`src/rtl/serial_pkg.sv`:
```
// Shared definitions for the serial transmit/receive path: 8N1 framing
// constants and the deframer state encoding.
package serial_pkg;

    localparam int   SERIAL_DATA_BITS   = 8;
    localparam logic SERIAL_IDLE_LEVEL  = 1'b1;
    localparam logic SERIAL_START_LEVEL = 1'b0;

    typedef enum logic [1:0] {
        IDLE  = 2'd0,
        START = 2'd1,
        DATA  = 2'd2,
        STOP  = 2'd3
    } serial_state_e;

endpackage

```
`src/rtl/serial_byte_fifo.sv`:
```
// First-word-fall-through byte FIFO; the head entry is always on dout and
// reads as 8'h00 while empty.
module serial_byte_fifo #(
    parameter int DEPTH = 4
) (
    input  logic       clk,
    input  logic       rst_n,
    input  logic       push,
    input  logic [7:0] din,
    input  logic       pop,
    output logic [7:0] dout,
    output logic       empty,
    output logic       full
);

    localparam int AW = $clog2(DEPTH);

    logic [7:0]  mem [DEPTH];
    logic [AW-1:0] wr_ptr;
    logic [AW-1:0] rd_ptr;
    logic [AW:0]   count;
    logic          do_pop;
    logic          do_push;

    assign empty   = (count == '0);
    assign full    = (count == (AW+1)'(DEPTH));
    assign do_pop  = pop && !empty;
    // A push into a full FIFO is accepted only when the same edge frees a slot.
    assign do_push = push && (!full || do_pop);
    assign dout    = empty ? 8'h00 : mem[rd_ptr];

    always_ff @(posedge clk) begin
        if (!rst_n) begin
            wr_ptr <= '0;
            rd_ptr <= '0;
            count  <= '0;
        end else begin
            if (do_push) wr_ptr <= wr_ptr + AW'(1);
            if (do_pop)  rd_ptr <= rd_ptr + AW'(1);
            case ({do_push, do_pop})
                2'b10:   count <= count + (AW+1)'(1);
                2'b01:   count <= count - (AW+1)'(1);
                default: count <= count;
            endcase
        end
    end

    always_ff @(posedge clk) begin
        if (do_push) mem[wr_ptr] <= din;
    end

endmodule

```
`src/rtl/serial_rx_buffered.sv`:
```
// Oversampling 8N1 receiver with glitch rejection, framing-error and overflow
// pulses, feeding a first-word-fall-through byte FIFO.
module serial_rx_buffered
    import serial_pkg::*;
#(
    parameter int CLKS_PER_BIT = 4,
    parameter int FIFO_DEPTH   = 4
) (
    input  logic       clk,
    input  logic       rst_n,
    input  logic       serial_line,
    input  logic       read,
    output logic [7:0] data_output,
    output logic       no_data,
    output logic       frame_error,
    output logic       overflow
);

    localparam int CW = $clog2(CLKS_PER_BIT);
    localparam logic [CW-1:0] HALF_LAST = CW'(CLKS_PER_BIT / 2 - 1);
    localparam logic [CW-1:0] BIT_LAST  = CW'(CLKS_PER_BIT - 1);
    localparam logic [2:0]    IDX_LAST  = 3'(SERIAL_DATA_BITS - 1);

    serial_state_e state;
    logic          sync_p0;
    logic          line_s;
    logic          prev;
    logic [CW-1:0] cnt;
    logic [2:0]    bit_idx;
    logic [7:0]    shift;
    logic          stop_sample;
    logic          push;
    logic          fifo_full;

    // Synchronizer stage: serial_line -> sync_p0 -> line_s, plus edge history
    always_ff @(posedge clk) begin
        if (!rst_n) begin
            sync_p0 <= SERIAL_IDLE_LEVEL;
            line_s  <= SERIAL_IDLE_LEVEL;
            prev    <= SERIAL_IDLE_LEVEL;
        end else begin
            sync_p0 <= serial_line;
            line_s  <= sync_p0;
            prev    <= line_s;
        end
    end

    assign stop_sample = (state == STOP) && (cnt == BIT_LAST);
    assign push        = stop_sample && (line_s == SERIAL_IDLE_LEVEL);

    // Deframer stage: the detect cycle counts as offset 0, so START begins at 1
    always_ff @(posedge clk) begin
        if (!rst_n) begin
            state   <= IDLE;
            cnt     <= '0;
            bit_idx <= '0;
            shift   <= '0;
        end else begin
            case (state)
                IDLE: begin
                    if (prev == SERIAL_IDLE_LEVEL && line_s == SERIAL_START_LEVEL) begin
                        state <= START;
                        cnt   <= CW'(1);
                    end
                end
                START: begin
                    if (cnt == HALF_LAST) begin
                        cnt     <= '0;
                        bit_idx <= '0;
                        state   <= (line_s == SERIAL_START_LEVEL) ? DATA : IDLE;
                    end else begin
                        cnt <= cnt + CW'(1);
                    end
                end
                DATA: begin
                    if (cnt == BIT_LAST) begin
                        cnt            <= '0;
                        shift[bit_idx] <= line_s;
                        if (bit_idx == IDX_LAST) state <= STOP;
                        else                     bit_idx <= bit_idx + 3'd1;
                    end else begin
                        cnt <= cnt + CW'(1);
                    end
                end
                STOP: begin
                    if (cnt == BIT_LAST) begin
                        cnt   <= '0;
                        state <= IDLE;
                    end else begin
                        cnt <= cnt + CW'(1);
                    end
                end
                default: state <= IDLE;
            endcase
        end
    end

    // Error pulse stage: one cycle after the stop sample
    always_ff @(posedge clk) begin
        if (!rst_n) begin
            frame_error <= 1'b0;
            overflow    <= 1'b0;
        end else begin
            frame_error <= stop_sample && (line_s != SERIAL_IDLE_LEVEL);
            overflow    <= push && fifo_full && !read;
        end
    end

    serial_byte_fifo #(
        .DEPTH (FIFO_DEPTH)
    ) u_fifo (
        .clk   (clk),
        .rst_n (rst_n),
        .push  (push),
        .din   (shift),
        .pop   (read),
        .dout  (data_output),
        .empty (no_data),
        .full  (fifo_full)
    );

endmodule

```
`config.mk`:
```
export PLATFORM = sky130hd
export DESIGN_NAME = serial_rx_buffered
export DESIGN_NICKNAME = d
export VERILOG_FILES = /design/src/rtl/serial_pkg.sv /design/src/rtl/serial_byte_fifo.sv /design/src/rtl/serial_rx_buffered.sv
export SDC_FILE = /design/constraint.sdc
export NUM_CORES = 1
export LEC_CHECK = 0
export ABC_CLOCK_PERIOD_IN_PS = 3450
export CORE_UTILIZATION = 55
export DETAILED_ROUTE_END_ITERATION = 10
export PLACE_DENSITY = 0.7
export REMOVE_ABC_BUFFERS = 1
export SLEW_MARGIN = 20
export SYNTH_ARGS = -nofsm -noshare
export SYNTH_HDL_FRONTEND = slang
export SYNTH_SLANG_ARGS = --single-unit
```
`constraint.sdc`:
```
create_clock -name clk -period 3.45 [get_ports clk]
set_input_delay 0.69 -clock clk [delete_from_list [all_inputs] [get_ports clk]]
set_output_delay 0.69 -clock clk [all_outputs]
set_load 0.05 [all_outputs]
```
==> run_summary.xml <==
<?xml version="1.0" encoding="UTF-8"?>
<metrics>
  <group name="critical_path">
    <metric name="worst_setup_path_start_kind" unit="">flip-flop</metric>
    <metric name="cp.buffers_inverters" unit="">1</metric>
    <metric name="critical_path.slowest_cell" unit="">sky130_fd_sc_hd__clkdlybuf4s50_1</metric>
    <metric name="critical_path_start_end_classification" unit="">reg2out</metric>
    <metric name="arrival_time_at_the_worst_endpoint" unit="ns">2.42</metric>
    <metric name="critical_path_peak_fanout" unit="">8</metric>
    <metric name="timing.critical_path.slowest_cell_delay" unit="ns">0.69</metric>
    <metric name="end_kind" unit="">output port</metric>
    <metric name="crit_chain" unit="">mux4_2 &gt; and2_1 &gt; clkdlybuf4s50_1</metric>
    <metric name="worst_path_dominant_cell_family" unit="">buffers and inverters</metric>
    <metric name="critical_path_required" unit="ns">2.76</metric>
  </group>
  <group name="sta">
    <metric name="timing.final.setup_violations" unit="">0</metric>
    <metric name="time_the_final_worst_path_needs_with_i_o_delays_and_setup" unit="ns">3.11</metric>
    <metric name="final_min_period_over_clock_period" unit="%">90.0</metric>
    <metric name="finalSetupTns" unit="ns">0</metric>
    <metric name="setup_repair_after_global_routing_missed_its_margin" unit="">no</metric>
    <metric name="hold_viol_final" unit="">0</metric>
    <metric name="skew" unit="ns">0.00880</metric>
    <metric name="final.setup.worst_slack" unit="ns">0.344</metric>
    <metric name="maxClockFrequency" unit="GHz">0.322</metric>
    <metric name="worstMarginPinSlew" unit="ns">0.913</metric>
    <metric name="final.hold.worst_slack" unit="ns">0.419</metric>
    <metric name="slew-limit-headroom" unit="%">38.9</metric>
    <metric name="timing_max_transition_violations_final" unit="">0</metric>
  </group>
  <group name="synthesis">
    <metric name="yosys-top-cells-count" unit="">32 x sky130_fd_sc_hd__edfxtp_1, 29 x sky130_fd_sc_hd__dfxtp_1, 19 x sky130_fd_sc_hd__and2_1, 19 x sky130_fd_sc_hd__nand2_1</metric>
    <metric name="synth_fa_ha_area_share" unit="%">5.07</metric>
    <metric name="synth_top_family_by_area" unit="">simple AND/OR/NAND/NOR gates</metric>
    <metric name="yosysTopAreaCellShare" unit="%">36.7</metric>
    <metric name="mappedNetlistArea" unit="um2">2620</metric>
    <metric name="synth_simple_gate_area_share" unit="%">15.7</metric>
    <metric name="synth.area.mux_share" unit="%">7.66</metric>
    <metric name="postSynthCellCount" unit="">211</metric>
    <metric name="post_synthesis_async_set_or_reset_flop_share" unit="%">0</metric>
    <metric name="ys_dominant_reg_cell" unit="">sky130_fd_sc_hd__edfxtp_1</metric>
    <metric name="post_synthesis_mean_instance_area" unit="um2">12.4</metric>
    <metric name="ys_warn_count" unit="">0</metric>
    <metric name="ys_seq_elements" unit="">61</metric>
    <metric name="post-synth-top-count-cell" unit="">sky130_fd_sc_hd__edfxtp_1</metric>
    <metric name="synth_xor_xnor_area_share" unit="%">1.00</metric>
    <metric name="yosysSeqAreaShare" unit="%">58.9</metric>
    <metric name="netlist.top_cell.by_area" unit="">sky130_fd_sc_hd__edfxtp_1</metric>
    <metric name="synth_cell_type_count" unit="">39</metric>
    <metric name="yosys-top-cells-area" unit="">sky130_fd_sc_hd__edfxtp_1 37%, sky130_fd_sc_hd__dfxtp_1 22%, sky130_fd_sc_hd__mux4_2 6.9%</metric>
    <metric name="synth_edf_count" unit="">32</metric>
    <metric name="synth_compound_gate_area_share" unit="%">8.37</metric>
  </group>
  <group name="die">
    <metric name="die_w" unit="um">71.0</metric>
    <metric name="row_count" unit="">24</metric>
    <metric name="initial_core_utilization" unit="%">58.4</metric>
    <metric name="die_area" unit="um2">5030</metric>
    <metric name="die-height" unit="um">71.0</metric>
    <metric name="io-pin-count" unit="">15</metric>
    <metric name="core" unit="um2">4470</metric>
  </group>
  <group name="cts">
    <metric name="clkLatencyLatePin" unit="ns">0.33</metric>
    <metric name="buffers_from_clock_root_to_sink_at_most" unit="">2</metric>
    <metric name="clock-root-buffer" unit="">sky130_fd_sc_hd__clkbuf_8</metric>
    <metric name="worst_setup_hold_path_clk_slew" unit="ns">0.06</metric>
    <metric name="cts_made_buffers" unit="">9</metric>
    <metric name="cts_setup_buffers" unit="">0</metric>
    <metric name="cts_hold_buf" unit="">0</metric>
    <metric name="htreeDepth" unit="">3</metric>
    <metric name="cts_tree" unit="">done</metric>
    <metric name="cts_resized" unit="">0</metric>
    <metric name="cts_sinks" unit="">61</metric>
  </group>
  <group name="placed_design">
    <metric name="placement.io_buffers" unit="">14</metric>
    <metric name="place_ws" unit="ns">0.592</metric>
    <metric name="place_congestion" unit="">0.763</metric>
    <metric name="placed_area" unit="um2">2780</metric>
    <metric name="dp_hpwl" unit="um">2960</metric>
  </group>
  <group name="finish">
    <metric name="area.growth.synth_to_final" unit="%">12.7</metric>
    <metric name="fraction_of_final_layout_cells_with_drive_strength_greater_than_1" unit="%">12.1</metric>
    <metric name="layout.nets" unit="">240</metric>
    <metric name="design_area" unit="um2">2950</metric>
    <metric name="antennaDiodeCount" unit="">0</metric>
  </group>
  <group name="global_route">
    <metric name="gr_util_all_layers" unit="%">18.9</metric>
    <metric name="wire_length_of_the_first_global_routing_pass" unit="um">7070</metric>
    <metric name="globalRouteOverflowTotal" unit="">0</metric>
    <metric name="vias_in_the_first_global_route" unit="">1567</metric>
    <metric name="antenna_violations_before_repair" unit="">0</metric>
    <metric name="grt_max_degree" unit="">30</metric>
  </group>
  <group name="flow_run">
    <metric name="cap_violations" unit="">0</metric>
  </group>
  <group name="power">
    <metric name="total_leakage_power" unit="nW">1.05</metric>
    <metric name="pwr_density_cell" unit="nW/um2">446</metric>
    <metric name="worst_ir_drop_on_vdd" unit="mV">0.312</metric>
  </group>
  <group name="worst_hold_path">
    <metric name="min_path_type" unit="">reg2reg</metric>
  </group>
  <group name="route">
    <metric name="drt-wirelength-per-cell" unit="um">15.0</metric>
    <metric name="vias" unit="">1584</metric>
    <metric name="antenna_left" unit="">0</metric>
    <metric name="drt_first_iter_violations" unit="">103</metric>
    <metric name="viasPerCell" unit="">5.60</metric>
    <metric name="route.detailed.drc" unit="">0</metric>
    <metric name="finalWirelength" unit="um">4250</metric>
    <metric name="first_pass_iters" unit="">4</metric>
  </group>
  <group name="status">
    <metric name="run_status" unit="">complete, no violations</metric>
  </group>
</metrics>
-- state kept, by name, summed over array words and instances, names as in the netlist, named ones only --
name,flops
line_s,1
sync_p0,1
overflow,1
u_fifo.rd_ptr,2
state,1
shift,8
u_fifo.mem,32
u_fifo.count,3
prev,1
u_fifo.wr_ptr,2
cnt,2
frame_error,1
bit_idx,3
-- where the power goes --
part | internal, mW | total (mW) | switching (mW)
logic | 0.0105 | 0.0229 | 0.0124
clock network | 0.274 | 0.529 | 0.255
registers | 0.759 | 0.764 | 0.00481
total | 1.04 | 1.32 | 0.272
-- worst register-to-register path, stage by stage, from the launching register on --
cell and delay (ns):
sky130_fd_sc_hd__dfxtp_1 0.34, sky130_fd_sc_hd__ha_1 0.32, sky130_fd_sc_hd__nand4_4 0.18, sky130_fd_sc_hd__nand3_1 0.13, sky130_fd_sc_hd__fa_1 0.44, sky130_fd_sc_hd__or3_1 0.38, sky130_fd_sc_hd__and3_1 0.19, sky130_fd_sc_hd__o31a_1 0.28
-- layout make-up --
class	count	area (um2)
clock buffers	11	141
clock inverters	5	25.0
fillers	332	1530
inverters	12	45.0
multi-input cells	128	990
flip-flops and latches	61	1540
well taps	52	65.1
repair buffers	14	140
-- through the flow --
stage	std cells	utilization (%)	power (mW)
2_1_floorplan	201	-	0.791
3_3_place_gp	267	62.2	0.801
3_5_place_dp	267	62.2	0.803
4_1_cts	283	65.9	1.33
5_1_grt	283	65.9	1.36
6_report	283	65.9	1.32
-- kinds of logic after synthesis --
family	after synthesis
AO/OA/AOI/OAI	30
XOR/XNOR	3
adder cells (fa/ha/maj)	10
buffers and inverters	22
flip-flops	61
multiplexers	10
AND/OR/NAND/NOR	75
-- worst paths after layout --
path / startpoint / end / slack, ns / cells past startpoint
min reg2reg: sync_p0 / line_s / 0.42 / 1
min: sync_p0 / line_s / 0.42 / 1
max reg2reg: cnt[0] / u_fifo.count[2] / 1.07 / 7
max: flip-flop / data_output[0] / 0.34 / 3
-- layout by cell type (no fill, tap or decap), drive strengths merged, types with 4 or more instances in the layout --
| cell type | n |
|---|---|
| clkinv | 4 |
| and2 | 19 |
| edfxtp | 32 |
| nand2 | 19 |
| nor3 | 4 |
| nand2b | 4 |
| o21ai | 9 |
| a31oi | 4 |
| dfxtp | 29 |
| clkdlybuf4s50 | 14 |
| clkbuf | 11 |
| nor2 | 12 |
| ha | 9 |
| inv | 13 |
| mux4 | 8 |
| nand3 | 4 |
-- per-layer routing --
layer	track usage, %	up-vias	share of wire, %	wire [um]
met5	0	-	0	0
met1	21.4	772	47	1990
li1	-	788	-	-
met3	8.12	2	3.0	128
met4	5.33	0	0.28	12
met2	32.8	22	50	2120
Power figures use the tool's default switching activity.
